--- src/rtl/y86_pkg.sv ---
// rtl/y86_pkg.sv - shared Y86-64 register IDs, data width and icode constants
package y86_pkg;

  localparam int W = 64;

  typedef logic [3:0] reg_id_t;

  localparam reg_id_t RRAX  = 4'd0;
  localparam reg_id_t RRCX  = 4'd1;
  localparam reg_id_t RRDX  = 4'd2;
  localparam reg_id_t RRBX  = 4'd3;
  localparam reg_id_t RRSP  = 4'd4;
  localparam reg_id_t RRBP  = 4'd5;
  localparam reg_id_t RRSI  = 4'd6;
  localparam reg_id_t RRDI  = 4'd7;
  localparam reg_id_t RR8   = 4'd8;
  localparam reg_id_t RR9   = 4'd9;
  localparam reg_id_t RR10  = 4'd10;
  localparam reg_id_t RR11  = 4'd11;
  localparam reg_id_t RR12  = 4'd12;
  localparam reg_id_t RR13  = 4'd13;
  localparam reg_id_t RR14  = 4'd14;
  localparam reg_id_t RNONE = 4'd15;

  typedef enum logic [3:0] {
    IHALT   = 4'h0,
    INOP    = 4'h1,
    IRRMOVQ = 4'h2,
    IIRMOVQ = 4'h3,
    IRMMOVQ = 4'h4,
    IMRMOVQ = 4'h5,
    IOPQ    = 4'h6,
    IJXX    = 4'h7,
    ICALL   = 4'h8,
    IRET    = 4'h9,
    IPUSHQ  = 4'hA,
    IPOPQ   = 4'hB
  } icode_t;

endpackage

--- src/rtl/reg_read_port.sv ---
// rtl/reg_read_port.sv - one combinational register read port with write-back bypass
module reg_read_port #(
  parameter int         W     = y86_pkg::W,
  parameter logic [3:0] RNONE = y86_pkg::RNONE
) (
  input  logic [14:0][W-1:0] regs,
  input  logic               byp_en,
  input  logic [3:0]         src,
  input  logic [3:0]         dstE,
  input  logic [W-1:0]       valE,
  input  logic [3:0]         dstM,
  input  logic [W-1:0]       valM,
  output logic [W-1:0]       val
);

  // M is checked before E so a read agrees with the write-collision winner.
  always_comb begin
    val = '0;
    if (src != RNONE) begin
      if (byp_en && src == dstM)
        val = valM;
      else if (byp_en && src == dstE)
        val = valE;
      else
        val = regs[src];
    end
  end

endmodule

--- src/rtl/reg_file.sv ---
// rtl/reg_file.sv - 15 x W Y86-64 program register file, two read ports, E/M write ports
module reg_file #(
  parameter int         W      = y86_pkg::W,
  parameter bit         BYPASS = 1'b1,
  parameter logic [3:0] RNONE  = y86_pkg::RNONE
) (
  input  logic         clk,
  input  logic         rst,
  input  logic         wb_en,
  input  logic [3:0]   dstE,
  input  logic [W-1:0] valE,
  input  logic [3:0]   dstM,
  input  logic [W-1:0] valM,
  input  logic [3:0]   srcA,
  input  logic [3:0]   srcB,
  output logic [W-1:0] valA,
  output logic [W-1:0] valB,
  input  logic [3:0]   dbg_sel,
  output logic [W-1:0] dbg_val
);

  logic [14:0][W-1:0] regs;
  logic               byp_en;

  // M is written last so it wins a dstE == dstM collision (popq %rsp).
  always_ff @(posedge clk) begin
    if (rst) begin
      regs <= '0;
    end else if (wb_en) begin
      if (dstE != RNONE) regs[dstE] <= valE;
      if (dstM != RNONE) regs[dstM] <= valM;
    end
  end

  assign byp_en = BYPASS && !rst && wb_en;

  reg_read_port #(.W(W), .RNONE(RNONE)) u_port_a (
    .regs   (regs),
    .byp_en (byp_en),
    .src    (srcA),
    .dstE   (dstE),
    .valE   (valE),
    .dstM   (dstM),
    .valM   (valM),
    .val    (valA)
  );

  reg_read_port #(.W(W), .RNONE(RNONE)) u_port_b (
    .regs   (regs),
    .byp_en (byp_en),
    .src    (srcB),
    .dstE   (dstE),
    .valE   (valE),
    .dstM   (dstM),
    .valM   (valM),
    .val    (valB)
  );

  always_comb begin
    dbg_val = '0;
    if (dbg_sel != RNONE) dbg_val = regs[dbg_sel];
  end

endmodule

--- config.mk ---
export PLATFORM = sky130hd
export DESIGN_NAME = reg_file
export DESIGN_NICKNAME = d
export VERILOG_FILES = /design/src/rtl/y86_pkg.sv /design/src/rtl/reg_read_port.sv /design/src/rtl/reg_file.sv
export SDC_FILE = /design/constraint.sdc
export NUM_CORES = 2
export LEC_CHECK = 0
export CORE_MARGIN = 4
export CORE_UTILIZATION = 25
export CTS_BUF_LIST = sky130_fd_sc_hd__clkbuf_8
export DETAILED_ROUTE_END_ITERATION = 8
export PLACE_DENSITY = 0.52
export SYNTH_ARGS = -nofsm -noshare
export SYNTH_HDL_FRONTEND = slang
export SYNTH_SLANG_ARGS = --single-unit
export TNS_END_PERCENT = 5
--- constraint.sdc ---
create_clock -name clk -period 2.4 [get_ports clk]
set_input_delay 0.48 -clock clk [delete_from_list [all_inputs] [get_ports clk]]
set_output_delay 0.48 -clock clk [all_outputs]
set_load 0.03 [all_outputs]
-- After elaboration in Yosys (flattened, before gate mapping)
Cells that the tools add are included.
- magnitude comparators: 7
- mux-type cells: 23
- eq/ne operators: 9
- reductions and logical operators: 8
- operator list (kind ; number):
    960-bit 2-to-1 mux ; 4
    960-bit bitwise mux ; 2
    64-bit binary-select mux with 4-bit select ; 3
    64-bit 2-to-1 mux ; 12
    64-bit demux with 4-bit select ; 2
    4-bit by 5-bit < comparator with 1-bit output, second input constant ; 5
    4-bit inequality test, second input constant ; 5
    4-bit equality test ; 4
    4-bit by 1-bit greater-or-equal comparator with 1-bit output, second input constant ; 2
    1-bit logical AND ; 7
    1-bit zero test ; 1
- bits in registers: 960
- bits of input ports: 151
- output and inout port bits: 192
- word-level logic and storage cells: 62

-- Logic depth before layout (Yosys ltp)
- depth after elaboration: 10
- depth in mapped cells: 9
- mapped depth without buffers: 5

-- Cells and area by module
From an unflattened synthesis, not the netlist that was laid out.
- cell total of the unflattened synthesis: 7612
- area, all modules: 66965.5 µm²
- by module, submodules not included (module ; sequential area each (µm²) ; times used ; area each (µm²) ; cells each):
    reg_file ; 19218.4 ; 1 ; 48770.5 ; 5610
    reg_read_port ; 0.0 ; 2 ; 9097.5 ; 1001

-- Worst setup path before layout
Ideal clock, no wire load.
- path kind: input port to output port
- start: in srcA[0]
- end: out valA[12]
- path buffers: 4
- required time: 1.920 ns
- stages: 9
- setup slack: -0.567 ns
- data arrival time: 2.487 ns
- cell sequence: buf_4 > buf_6 > xor2_1 > nor3_1 > nand3_1 > and2_1 > buf_2 > clkbuf_1 > a311oi_1
- cells in the longest elaborated chain, start to end: 5
- elaborated cells between the ends (all ways): 10
- classes of those cells: eq/ne: 3; mux: 5; reduce/logical: 2
- ends and longest elaborated chain (element ; RTL line ; source):
    start, declared ; reg_file.sv:14 ; input logic [3:0] srcA,
    64-bit binary-select mux with 4-bit select or 4-bit equality test (tied branches) ; reg_read_port.sv:25, reg_read_port.sv:22 ;
    64-bit 2-to-1 mux (implied by the code) or 1-bit logical AND (tied branches) ; reg_read_port.sv:25, reg_read_port.sv:22 ;
    64-bit 2-to-1 mux ; reg_read_port.sv:22 ; else if (byp_en && src == dstE)
    64-bit 2-to-1 mux ; reg_read_port.sv:20 ; if (byp_en && src == dstM)
    64-bit 2-to-1 mux * ; reg_read_port.sv:19 ; if (src != RNONE) begin
    end, declared ; reg_file.sv:16 ; output logic [W-1:0] valA,
Every way passes the cells marked *; elsewhere a longest branch is shown, timed or not. The select of a mux whose other input is x is not followed.

-- Final worst setup path
- start: reg regs[683] (netlist bit)
- end: out valA[43]
- cells in the longest elaborated chain, start to end: 5
- ends and longest elaborated chain (element ; RTL line ; source):
    start, declared ; reg_file.sv:22 ; logic [14:0][W-1:0] regs;
    start signal, assigned by index ; reg_file.sv:30 ; if (dstE != RNONE) regs[dstE] <= valE;
    start signal, assigned by index ; reg_file.sv:31 ; if (dstM != RNONE) regs[dstM] <= valM;
    64-bit binary-select mux with 4-bit select ; reg_read_port.sv:25 ; val = regs[src];
    64-bit 2-to-1 mux (implied by the code) ; reg_read_port.sv:25 ;
    64-bit 2-to-1 mux ; reg_read_port.sv:22 ;
    64-bit 2-to-1 mux ; reg_read_port.sv:20 ;
    64-bit 2-to-1 mux ; reg_read_port.sv:19 ;
No other way between the ends. The select of a mux whose other input is x is not followed.

==> results.toml <==
[placed_design]
postPlaceCellArea_sq_mm = 0.08706
place.gp.congestion = 0.9122
pre_cts_ws_ns = -1.264
place_inst = 11600
detailed_place_hpwl_um = 252700
io_buffers = 342

[yosys]
synth_common_cells = "nor2_1 (984), dfxtp_1 (960), nand2_1 (913)"
synthTopCellsByArea = "dfxtp_1 (28%), mux4_2 (19%), mux2i_1 (11%), a211oi_1 (7.2%), a311oi_1 (6.2%)"
synthCells = 7666
synth_seq_area_share = 0.2799
synth_edf_count = 0
synth_seq_cells = 960
syn_area_sq_mm = 0.06866
yosysTopAreaCellShare = 0.2799
yosysTopAreaCell = "dfxtp_1"
avgSynthCellArea_sq_um = 8.957
yosysMostFrequentCell = "nor2_1"
synth_warnings = 0
syn_nets = 7817
synth_cell_type_count = 50
async_flop_share = 0
synthFlopType = "dfxtp_1"

[routing]
viasPerCell = 5.969
avgRoutedWirePerCell_um = 30.24
postRouteWirelength_um = 360900
route.vias.total = 71230
drt-pass1-iter-count = 6
drc = 0
drt_iter0_markers = 8727
ant_nets = 0

[setup_path]
path_cells = "mux4_2 -> o211ai_1 -> a311oi_2 -> buf_12"
worstPathMaxFanout = 4
arrival_ns = 2.72
reg2reg_from = "regs[601]"
path_buf_inv = 1
critPathMaxStageDelay_ns = 0.52
critPathTopFamily = "compound AO/OA/AOI/OAI gates"
crit_slowest_cell = "o211ai_1"
r2r-end = "regs[601]"
crit_required_ns = 1.92
start_kind = "flip-flop"
path_class = "reg2out"
worstSetupEndpointType = "output port"
r2r_setup_slack_ns = 1.52
rr_worst_depth = 2

[clock_network]
cts_max_level = 4
clk_latency_ns = 0.92
clk_pin_slew_ns = 0.06
root_buffer = "clkbuf_8"
numCtsBuffers = 179
cts_sinks = 960
cts_tree = "built"
postCtsHoldBufs = 0
clock_path_buffers = 3

[final_layout]
final_cell_count_no_fill = 11930
largest-register = "regs"
final_layout_size_suffix_gt1_frac = 0.3501
regArea_sq_mm = 0.01960
fin_area_sq_mm = 0.09306
fillers = 27420
syn_to_final_growth_pct = 35.54
largest_reg_flops = 960
reg_top3 = "regs (960)"
nets = 8355
final_util = 0.3404
multiInputGateArea_sq_mm = 0.04781

[floorplan]
die_w_um = 532.1
rows = 192
start_util = 0.2512
die_h_um = 532.1
io_pins = 343
core_area_sq_mm = 0.2734
dieArea_sq_mm = 0.2831

[timing]
hold_violations = 0
period_needed_ns = 3.200
slew_violations = 0
fmax_ghz = 0.3125
skew_ns = 0
whs_ns = 0.08900
worst_slack_ns = -0.7997
fin_crit_sh = 1.333
max_slew_margin = 0.3232
worst_slew_pin_slew_ns = 1.015
setup-violations-final = 192
grt_setup_unrepaired = "true"

[power_and_ir_drop]
p_switching_w = 0.01554
p_seq_frac = 0.375
peakVddDrop_mv = 0.4804
p_int_w = 0.03045
clkPwrFrac = 0.356
p_comb_frac = 0.268
leakagePower_nw = 33.19
swShare = 0.3379
power-per-cell-area_mw_per_mm2 = 494.2

[global_routing]
grt_max_degree = 162
grt_pass1_wl_um = 514200
grt-ovfl-total = 0
met1_usage = 0.3236
grt_busiest_layer = "met2"
use_met2 = 0.3638
grt_usage = 0.2436
grt_use_met3 = 0.07048
antenna_found_initial = 11
grt_pass1_vias = 69490

[min_path]
hp-start = "rst"
hold_class = "in2reg"
min_path_cells = 3
min_to = "regs[452]"

[outcome]
status = "finished, violations left"
violations = "negative setup slack"

[flow_run]
maxCapViolCount = 0
## cells by family (layout without fill, tap and decap cells)
group | Yosys count | in the layout | share of synthesized area
AND/OR/NAND/NOR | 2351 | 2351 | 0.1424
AO/OA/AOI/OAI | 1911 | 1911 | 0.2060
multiplexers | 1339 | 1339 | 0.3002
buffers and inverters | 1089 | 1761 | 0.06941
flip-flops | 960 | 960 | 0.2799
XOR/XNOR | 16 | 16 | 0.002041
other | 0 | 7 | 0
## placed cells by master (no fill, tap or decap), types with 33 or more instances in the layout
cell               n
a211oi_2          51
a311oi_4          87
nor3_1           139
inv_1             67
a311oi_2          41
clkdlybuf4s50_1  129
a21oi_2           33
a21oi_1           49
a311oi_1         358
nand3_1           35
buf_4            780
dfxtp_2          300
nor2b_1           68
nand2_1          898
a211oi_1         603
o32ai_1           71
o22ai_1          120
clkbuf_8         222
mux2i_1          726
or2_2            125
nor2_1           981
dfxtp_1          659
buf_12           494
mux4_2           576
o211ai_1         258
o21ai_0          191
## metal layers
| layer | wire, um | up-vias | share of wire |
|---|---|---|---|
| li1 | - | 30210 | - |
| met1 | 146000 | 35710 | 0.40 |
| met2 | 155700 | 4480 | 0.43 |
| met3 | 40590 | 825 | 0.11 |
| met4 | 18380 | 4 | 0.051 |
| met5 | 96 | - | 0.00027 |
## cell type report
class / instances / area share
inverter: 3 / 0.0001210
tap: 3589 / 0.04825
multi-input combinational: 5617 / 0.5138
clock inverter: 94 / 0.005015
antenna: 7 / 0.0001882
clock buffer: 221 / 0.03268
sequential: 960 / 0.2106
timing repair buffer: 1443 / 0.1894
## power groups by stage
stage | logic (W) | registers (W) | clock network [W]
final | 0.0123 | 0.0173 | 0.0164
after global routing | 0.0129 | 0.0173 | 0.0172
after CTS | 0.0121 | 0.0172 | 0.0165
after detailed placement | 0.0117 | 0.0175 | 0
after global placement | 0.0116 | 0.0175 | 0
after floorplan | 0.00616 | 0.0173 | 0
## repair_timing
| action | CTS | global route |
|---|---|---|
| endpoints found under the setup margin | 192 | 192 |
| gates cloned | 3 | 0 |
| setup buffers | 12 | 2 |
| gates resized for setup | 446 | 170 |
| pin swaps | 83 | 25 |
## worst register-to-register path: stages (launching register included)
cell,delay (ns)
dfxtp_1,0.50
nor2_1,0.09
a211oi_1,0.20
## worst max-delay path by stage
stage,start,end,slack (ns),depth (start not counted)
floorplan,srcA[0],valA[22],-0.33,9
global route,regs[683],valB[43],-0.87,5
finish,regs[683],valA[43],-0.80,4
global placement,dstM[2],valB[63],-1.30,9
detailed placement,dstM[2],valB[1],-1.26,8
CTS,regs[706],valA[2],-0.86,5
## metrics by stage
step | power [W] | setup TNS, ns
detailed placement | 0.02926 | -577.53
finish | 0.04599 | -121.94
floorplan | 0.02347 | -54.39
CTS | 0.04589 | -132.73
global placement | 0.02910 | -568.29
global route | 0.04742 | -135.05
(Power assumes the default switching activity.)
